<file path="src/rtl/serial_add_pkg.sv">
`default_nettype none
// ============================================================================
// Module      : serial_add_pkg
// Description : Shared definitions for the bit-serial adder controller:
//               FSM state encoding and the default operand width.
// Ports       : none (package)
// Macros      : SERIAL_ADD_OVF_EN (consumed by the interface and top level)
// Revision    : 1.0 - initial release
// ============================================================================
package serial_add_pkg;

  // Default operand width in bits (legal range 1..32).
  localparam int c_width_default = 8;

  typedef enum logic [1:0] {
    IDLE = 2'd0,
    RUN  = 2'd1,
    DONE = 2'd2
  } state_t;

endpackage : serial_add_pkg
`default_nettype wire

</file>
<file path="src/rtl/serial_add_ctrl_if.sv">
`default_nettype none
// ============================================================================
// Module      : serial_add_ctrl_if
// Description : Operand/result handshake bundle for serial_add_ctrl.
//               master : producer of operands and consumer of results
//               slave  : the serial adder itself
// Signals     : in_valid/in_ready, a, b, ci   - operand channel
//               out_valid/out_ready, sum, co  - result channel
//               ovf                           - signed overflow (only when
//                                               SERIAL_ADD_OVF_EN is defined)
// Revision    : 1.0 - initial release
// ============================================================================
interface serial_add_ctrl_if
  import serial_add_pkg::*;
#(
  parameter int WIDTH = c_width_default
);

  logic             in_valid;
  logic             in_ready;
  logic [WIDTH-1:0] a;
  logic [WIDTH-1:0] b;
  logic             ci;
  logic             out_valid;
  logic             out_ready;
  logic [WIDTH-1:0] sum;
  logic             co;
`ifdef SERIAL_ADD_OVF_EN
  logic             ovf;
`endif

  modport master (
    output in_valid, a, b, ci, out_ready,
    input  in_ready, out_valid, sum, co
`ifdef SERIAL_ADD_OVF_EN
    , input ovf
`endif
  );

  modport slave (
    input  in_valid, a, b, ci, out_ready,
    output in_ready, out_valid, sum, co
`ifdef SERIAL_ADD_OVF_EN
    , output ovf
`endif
  );

endinterface : serial_add_ctrl_if
`default_nettype wire

</file>
<file path="src/rtl/full_add_cell.sv">
`default_nettype none
// ============================================================================
// Module      : full_add_cell
// Description : One-bit combinational full adder used as the serial datapath.
// Ports       : a, b, ci (in)  - operand bits and carry-in
//               s, co    (out) - sum bit and carry-out
// Revision    : 1.0 - initial release
// ============================================================================
module full_add_cell (
  input  logic a,
  input  logic b,
  input  logic ci,
  output logic s,
  output logic co
);

  logic w_p;

  assign w_p = a ^ b;
  assign s   = w_p ^ ci;
  assign co  = (a & b) | (ci & w_p);

endmodule : full_add_cell
`default_nettype wire

</file>
<file path="src/rtl/serial_add_ctrl.sv">
`default_nettype none
// ============================================================================
// Module      : serial_add_ctrl
// Description : Bit-serial adder. Accepts an operand pair plus carry-in,
//               adds one bit per clock LSB first through a single full-adder
//               cell, then presents sum/co until the consumer takes them.
//               States: IDLE (accepting) -> RUN (WIDTH cycles) -> DONE.
// Ports       : clk    - clock, rising edge
//               rst_n  - asynchronous active-low reset
//               bus    - serial_add_ctrl_if.slave (operand/result handshake)
// Parameters  : WIDTH  - operand width, 1..32
// Macros      : SERIAL_ADD_OVF_EN - adds the signed-overflow output ovf
// Revision    : 1.0 - initial release
// ============================================================================
module serial_add_ctrl
  import serial_add_pkg::*;
#(
  parameter int WIDTH = c_width_default
) (
  input  logic             clk,
  input  logic             rst_n,
  serial_add_ctrl_if.slave bus
);

  // Counter sized to hold WIDTH itself so the final increment never wraps.
  localparam int                 c_cnt_w    = $clog2(WIDTH + 1);
  localparam logic [c_cnt_w-1:0] c_last_bit = c_cnt_w'(WIDTH - 1);
  localparam logic [c_cnt_w-1:0] c_cnt_one  = c_cnt_w'(1);

  state_t             r_state;
  state_t             w_state_nxt;
  logic [WIDTH-1:0]   r_a;
  logic [WIDTH-1:0]   r_b;
  logic [WIDTH-1:0]   r_sum;
  logic               r_carry;
  logic [c_cnt_w-1:0] r_cnt;

  logic               w_cell_s;
  logic               w_cell_co;
  logic [WIDTH:0]     w_sum_cat;
  logic               w_last;
  logic               w_in_ready;
  logic               w_out_valid;

  full_add_cell u_cell (
    .a  (r_a[0]),
    .b  (r_b[0]),
    .ci (r_carry),
    .s  (w_cell_s),
    .co (w_cell_co)
  );

  // New sum bit enters at the MSB; concatenate-and-slice keeps WIDTH=1 legal.
  assign w_sum_cat = {w_cell_s, r_sum};
  assign w_last    = (r_cnt == c_last_bit);

  always_comb begin
    w_state_nxt = r_state;
    w_in_ready  = 1'b0;
    w_out_valid = 1'b0;
    case (r_state)
      IDLE: begin
        w_in_ready = 1'b1;
        if (bus.in_valid) w_state_nxt = RUN;
      end
      RUN: begin
        if (w_last) w_state_nxt = DONE;
      end
      DONE: begin
        w_out_valid = 1'b1;
        // Returning to IDLE here; the accept can only happen one edge later.
        if (bus.out_ready) w_state_nxt = IDLE;
      end
      default: w_state_nxt = IDLE;
    endcase
  end

  always_ff @(posedge clk or negedge rst_n) begin
    if (!rst_n) begin
      r_state <= IDLE;
      r_a     <= '0;
      r_b     <= '0;
      r_sum   <= '0;
      r_carry <= 1'b0;
      r_cnt   <= '0;
    end else begin
      r_state <= w_state_nxt;
      case (r_state)
        IDLE: begin
          if (bus.in_valid) begin
            r_a     <= bus.a;
            r_b     <= bus.b;
            r_carry <= bus.ci;
            r_cnt   <= '0;
          end
        end
        RUN: begin
          r_a     <= r_a >> 1;
          r_b     <= r_b >> 1;
          r_sum   <= w_sum_cat[WIDTH:1];
          r_carry <= w_cell_co;
          r_cnt   <= r_cnt + c_cnt_one;
        end
        default: ;
      endcase
    end
  end

`ifdef SERIAL_ADD_OVF_EN
  logic r_ovf;

  // On the MSB cycle r_carry is the carry into bit WIDTH-1.
  always_ff @(posedge clk or negedge rst_n) begin
    if (!rst_n) begin
      r_ovf <= 1'b0;
    end else if (r_state == RUN && w_last) begin
      r_ovf <= r_carry ^ w_cell_co;
    end
  end

  assign bus.ovf = r_ovf;
`endif

  assign bus.in_ready  = w_in_ready;
  assign bus.out_valid = w_out_valid;
  assign bus.sum       = r_sum;
  // After the last RUN edge the carry register holds the carry out of the MSB.
  assign bus.co        = r_carry;

endmodule : serial_add_ctrl
`default_nettype wire

</file>
<file path="src/flat_wrapper.sv">
// flat-port wrapper written by rule: the top's interface ports become plain ports
module serial_add_ctrl_flat import serial_add_pkg::*;
#(
  parameter int WIDTH = c_width_default
)
  (clk, rst_n, bus_in_valid, bus_a, bus_b, bus_ci, bus_out_ready, bus_in_ready, bus_out_valid, bus_sum, bus_co);
  serial_add_ctrl_if #(.WIDTH(WIDTH)) bus_i ();
  input  logic clk;
  input  logic rst_n;
  input wire logic [$bits(bus_i.in_valid)-1:0] bus_in_valid;
  input wire logic [$bits(bus_i.a)-1:0] bus_a;
  input wire logic [$bits(bus_i.b)-1:0] bus_b;
  input wire logic [$bits(bus_i.ci)-1:0] bus_ci;
  input wire logic [$bits(bus_i.out_ready)-1:0] bus_out_ready;
  output wire logic [$bits(bus_i.in_ready)-1:0] bus_in_ready;
  output wire logic [$bits(bus_i.out_valid)-1:0] bus_out_valid;
  output wire logic [$bits(bus_i.sum)-1:0] bus_sum;
  output wire logic [$bits(bus_i.co)-1:0] bus_co;
  assign bus_i.in_valid = bus_in_valid;
  assign bus_i.a = bus_a;
  assign bus_i.b = bus_b;
  assign bus_i.ci = bus_ci;
  assign bus_i.out_ready = bus_out_ready;
  assign bus_in_ready = bus_i.in_ready;
  assign bus_out_valid = bus_i.out_valid;
  assign bus_sum = bus_i.sum;
  assign bus_co = bus_i.co;
  serial_add_ctrl #(.WIDTH(WIDTH)) u_core (.clk(clk), .rst_n(rst_n), .bus(bus_i));
endmodule
</file>
<file path="config.mk">
export PLATFORM = sky130hd
export DESIGN_NAME = serial_add_ctrl_flat
export DESIGN_NICKNAME = d
export VERILOG_FILES = /design/src/rtl/serial_add_pkg.sv /design/src/rtl/serial_add_ctrl_if.sv /design/src/rtl/full_add_cell.sv /design/src/rtl/serial_add_ctrl.sv /design/src/flat_wrapper.sv
export SDC_FILE = /design/constraint.sdc
export NUM_CORES = 1
export LEC_CHECK = 0
export CAP_MARGIN = 10
export CORE_MARGIN = 1
export CORE_UTILIZATION = 54
export CTS_CLUSTER_SIZE = 10
export DETAILED_ROUTE_END_ITERATION = 6
export PLACE_DENSITY_LB_ADDON = 0.12
export SYNTH_ARGS = -nofsm -noshare
export SYNTH_HDL_FRONTEND = slang
export SYNTH_SLANG_ARGS = --single-unit
</file>
<file path="constraint.sdc">
create_clock -name clk -period 3.4 [get_ports clk]
set_input_delay 0.85 -clock clk [delete_from_list [all_inputs] [get_ports clk]]
set_output_delay 0.85 -clock clk [all_outputs]
set_load 0.02 [all_outputs]
</file>
==> results of run 1 <==
==> layout make-up <==
| cell class | count | area, um^2 |
|---|---|---|
| Sequential cell | 31 | 775.7 |
| Fill cell | 193 | 689.4 |
| Timing Repair Buffer | 34 | 332.8 |
| Clock buffer | 8 | 68.82 |
| Multi-Input combinational cell | 101 | 651.9 |
| Inverter | 3 | 11.26 |
| Tap cell | 30 | 37.54 |
==> flip-flops by register name (all words and copies together) (netlist names) <==
register and count:
u_core.r_state 2, u_core.bus.sum 8, u_core.r_b 8, u_core.bus.co 1, u_core.r_a 8, u_core.r_cnt 4
==> worst max-delay path: stages, from the launching register on <==
cell	delay, ps
dfrtp_1	570
and2b_1	210
clkdlybuf4s50_1	610
==> synthesized netlist by cell type, drive strengths merged, types with 2 or more instances <==
cell   count
and2b      6
a21oi      5
o21ai     18
dfrtp     31
a22oi     15
a32o       2
buf        9
nor2b      5
nand2     39
inv        3
nand3      2
==> through the flow <==
stage	utilization [%]	total power, uW	hold WS [ps]	worst slack (ps)	area [um^2]
after floorplan	-	1073	450.7	1505	1514
after global placement	70.47	1241	458.4	1221	1809
after detailed placement	70.47	1268	471.6	1185	1809
after CTS	73.15	1514	492.9	819.5	1878
after global routing	73.15	1610	509.0	744.4	1878
final	73.15	1496	488.1	837.4	1878
==> cell usage in the layout (no fill, tap or decap), drive strengths merged, types with 2 or more instances in the layout <==
master and n:
inv 3, o21ai 18, nor2b 5, nand3 2
clkbuf 8, buf 3, a21oi 5, clkdlybuf4s50 31
and2b 6, nand2 39, dfrtp 31, a22oi 15
a32o 2
==> routing by layer <==
metal	vias to the layer above	part of all wire, %
li1	560	-
met2	36	46
met4	0	2.0
met1	558	47
met3	8	5.2
met5	-	0
==> path summary, 6_finish.rpt <==
path,from,end
min reg2reg,u_core.r_a[5],u_core.r_a[5]
max in group asynchronous,rst_n,u_core.r_a[3]
max,u_core.r_state[1],bus_out_valid
max reg2reg,u_core.r_state[1],u_core.r_cnt[3]
min,u_core.r_a[5],u_core.r_a[5]
min in group asynchronous,rst_n,u_core.bus.sum[4]
==> kinds of logic after synthesis <==
kind of cell / after synthesis
compound gates: 44
fa+ha+maj: 2
buf+inv: 12
simple gates: 54
mux: 1
flops: 31
==> power by group <==
group          internal [uW]  switching, uW
clock network            122            123
registers                516            114
logic                    291            331
total                    928            568
==> flow_summary.ini, run 1 <==
[global_routing]
met2_usage_pct = 36.14
use_met1_pct = 29.33
grt_pass1_vias = 1089
grt_pass1_wl_mm = 4.698
antenna_found_initial = 0
grt_max_degree = 32
track_usage_pct = 22.93
overflow = 0
met3_usage_pct = 5.738
grt-busiest-layer = met2

[run_status]
status = completed

[clocking]
clk_pin_slew_worst_paths_ps = 100
clock-sinks = 31
postCtsHoldBufs = 0
cts_inserted_buffers = 5
root_buffer = clkbuf_4
cts_max_path_buffers = 2
htree_levels = 2
clock_latency_ps = 330
cts_resized = 0
tritoncts = yes
postCtsSetupRepairBufs = 0

[hold_path]
min-delay-path-class = flop to flop
whs_path_depth = 2

[synth]
syn_area_um2 = 1514
synth_top_family_by_area = compound AO/OA/AOI/OAI gates
yosys-top-cells-area = dfrtp_1 (51%), nand2_1 (9.7%), a22oi_1 (6.4%)
synth-compound-area-share_pct = 22.31
yosysWarnings = 0
synth-async-reset-ratio_pct = 100.0
synth_top_area_cell = dfrtp_1
synth-seq-area-share_pct = 51.24
synthFlopType = dfrtp_1
synth.top_cell.area_share_pct = 51.24
synth_cell_type_count = 27
avgSynthCellArea_um2 = 10.51
ys_seq_elements = 31
synth_edf_count = 0
syn_nets = 167
syn-instance-count = 144
synthAdderAreaFrac_pct = 2.149
synthMuxAreaShare_pct = 0.6612
synth-simple-area-share_pct = 17.93
synthXorXnorAreaFrac_pct = 0

[sta]
setup_violations = 0
hold_violations = 0
worst_slew_pin_slew_ps = 416.1
max_freq_mhz = 390.2
finClkSkew_ps = 6.136
fin_tns_setup_ps = 0
slew_headroom_pct = 72.19
period_minus_slack_ps = 2563
rsz0062_at_grt = no
maxSlewViolCount = 0
finalCritPeriodShare_pct = 75.37

[drt]
ant_nets = 0
drtIter0Drc = 22
dr_total_vias = 1162
drc_errors = 0
drt_wl_total_mm = 2.953
dr.pass1.iters = 4
wl_per_cell_um = 14.27
vias_per_cell = 5.614

[setup_path]
critPathLaunchType = flop
ff2ff_path_depth = 3
crit_type = flop to output port
r2r_slack_ps = 1870
worst_ep_required_time_ps = 2550
crit_fanout = 9
crit_arrival_ps = 1710
crit_path_end_kind = output port

[floorplanning]
core_um2 = 2567
die_y_um = 54.95
die_x_um = 54.95
dieArea_um2 = 3020
start_util_pct = 58.97
rows = 18
ios = 32

[layout]
nets = 199
drive_gt1_share_pct = 16.95
stdcell_count = 207
area_growth_pct = 24.05
diodes = 0

[placed_design]
dp_cells = 199
routabilityCongestion = 0.7367
dpl.hpwl_mm = 2.038
io_buffers = 31

[power_and_ir_drop]
irDropWorstVdd_uv = 613.4
p_leak_uw = 0.0008544
p_per_area_nw_per_um2 = 796.7

[run]
drv_cap = 0
(Power assumes the default switching activity.)
==> run 2, diff against run 1 <==
- CORE_UTILIZATION: 54 -> 45
- clock period: 3.4 -> 2.35 ns (I/O delays scaled with it)
==> run 2 against run 1 <==
Clock-buffer cell count fell by 1. Sequential cell count stayed put. Clock power up 17%. Wire length grew 2.4%. Non-clock buffer count did not move. Sequential power up 45%. Largest cell class unchanged. Largest power group unchanged.
==> flow_summary.ini, run 2 (synthesis results as in run 1) <==
[sta]
whs_ps = 485.2
hold_violations = 0
slew_headroom_pct = 72.40
finClkSkew_ps = 7.304
finalCritPeriodShare_pct = 94.12
maxSlewViolCount = 0
fin_tns_setup_ps = 0
setup_violations = 0
worst_slew_pin_slew_ps = 412.8
max_freq_mhz = 452.1
rsz0062_at_grt = no
period_minus_slack_ps = 2212

[hold_path]
min_from = u_core.r_b[5]
whs_path_depth = 2
min-delay-path-class = flop to flop

[clocking]
root_buffer = clkbuf_4
clock-sinks = 31
tritoncts = yes
cts_resized = 0
htree_levels = 2
cts_inserted_buffers = 5
postCtsHoldBufs = 0
clk_pin_slew_worst_paths_ps = 90
clock_latency_ps = 320
cts_max_path_buffers = 2
postCtsSetupRepairBufs = 0

[layout]
area_growth_pct = 23.97
design_area_um2 = 1877
diodes = 0
stdcell_count = 221
nets = 199
final_cell_mix = nand2_1 (39), clkdlybuf4s50_1 (31), dfrtp_1 (31), a22oi_1 (13)
layout_commonest_cell = nand2_1
drive_gt1_share_pct = 16.38

[setup_path]
critPathLaunchType = flop
critPathLaunch = u_core.r_state[0]
crit_fanout = 6
crit_path_end_kind = output port
ff2ff_path_depth = 3
crit_arrival_ps = 1620
worst_ep_required_time_ps = 1760
crit_type = flop to output port
r2r-start = u_core.r_state[0]

[floorplanning]
start_util_pct = 48.40
core_um2 = 3128
dieArea_um2 = 3600
rows = 20
die_y_um = 60
die_x_um = 60
ios = 32

[placed_design]
io_buffers = 31
dpl.hpwl_mm = 2.088
place_area_um2 = 1827
routabilityCongestion = 0.7444
dp_cells = 213

[drt]
drc_errors = 0
drtIter0Drc = 48
dr_total_vias = 1142
wl_per_cell_um = 13.68
dr.pass1.iters = 4
vias_per_cell = 5.167
ant_nets = 0
drt_wl_total_mm = 3.024

[power_and_ir_drop]
power_uw = 2106
p_per_area_nw_per_um2 = 1122
irDropWorstVdd_uv = 519.6
p_leak_uw = 0.0008451

[global_routing]
antenna_found_initial = 0
track_usage_pct = 20.41
grt_max_degree = 32
met2_usage_pct = 31.90
overflow = 0
grt_pass1_vias = 1141
grt_pass1_wl_mm = 5.216
grt-busiest-layer = met2
met3_usage_pct = 6.494
use_met1_pct = 25.87

[run_status]
status = completed

[run]
drv_cap = 0
==> run 2: area by class of cell <==
cell class / instances / area [um^2]
clock buffers: 7 / 45.04
clock inverters: 1 / 5.005
fillers: 281 / 1251
inverters: 3 / 11.26
multi-input cells: 101 / 651.9
flip-flops and latches: 31 / 775.7
well taps: 44 / 55.05
repair buffers: 34 / 332.8
==> run 2: worst max-delay path: stages, from the launching register on <==
cell and delay, ps:
dfrtp_1 450, and2b_1 240, clkdlybuf4s50_1 610
==> run 2: where the power goes <==
part	internal, uW	total, uW	switching [uW]
clock	116	285	169
combinational	421	908	487
sequential	747	913	166
==> run 2: final timing paths <==
| check | to | slack, ps |
|---|---|---|
| worst max-delay path | bus_out_valid | 140 |
| worst min-delay path | u_core.r_b[5] | 490 |
| worst max register to register | u_core.r_cnt[3] | 910 |
| worst min register to register | u_core.r_b[5] | 490 |
| max in group asynchronous | u_core.r_a[0] | 1420 |
| min in group asynchronous | u_core.bus.sum[4] | 650 |
==> run 2: routing by layer <==
| layer | routed length, um | up-vias |
|---|---|---|
| li1 | - | 561 |
| met1 | 1398 | 549 |
| met2 | 1409 | 28 |
| met3 | 160 | 4 |
| met4 | 55 | 0 |
| met5 | 0 | - |
==> run 2: metrics by stage <==
step,util (%),setup WS (ps)
floorplan,-,717.4
global placement,58.40,439.9
detailed placement,58.40,364.8
CTS,60.00,112.1
global route,60.00,57.69
finish,60.00,138.2
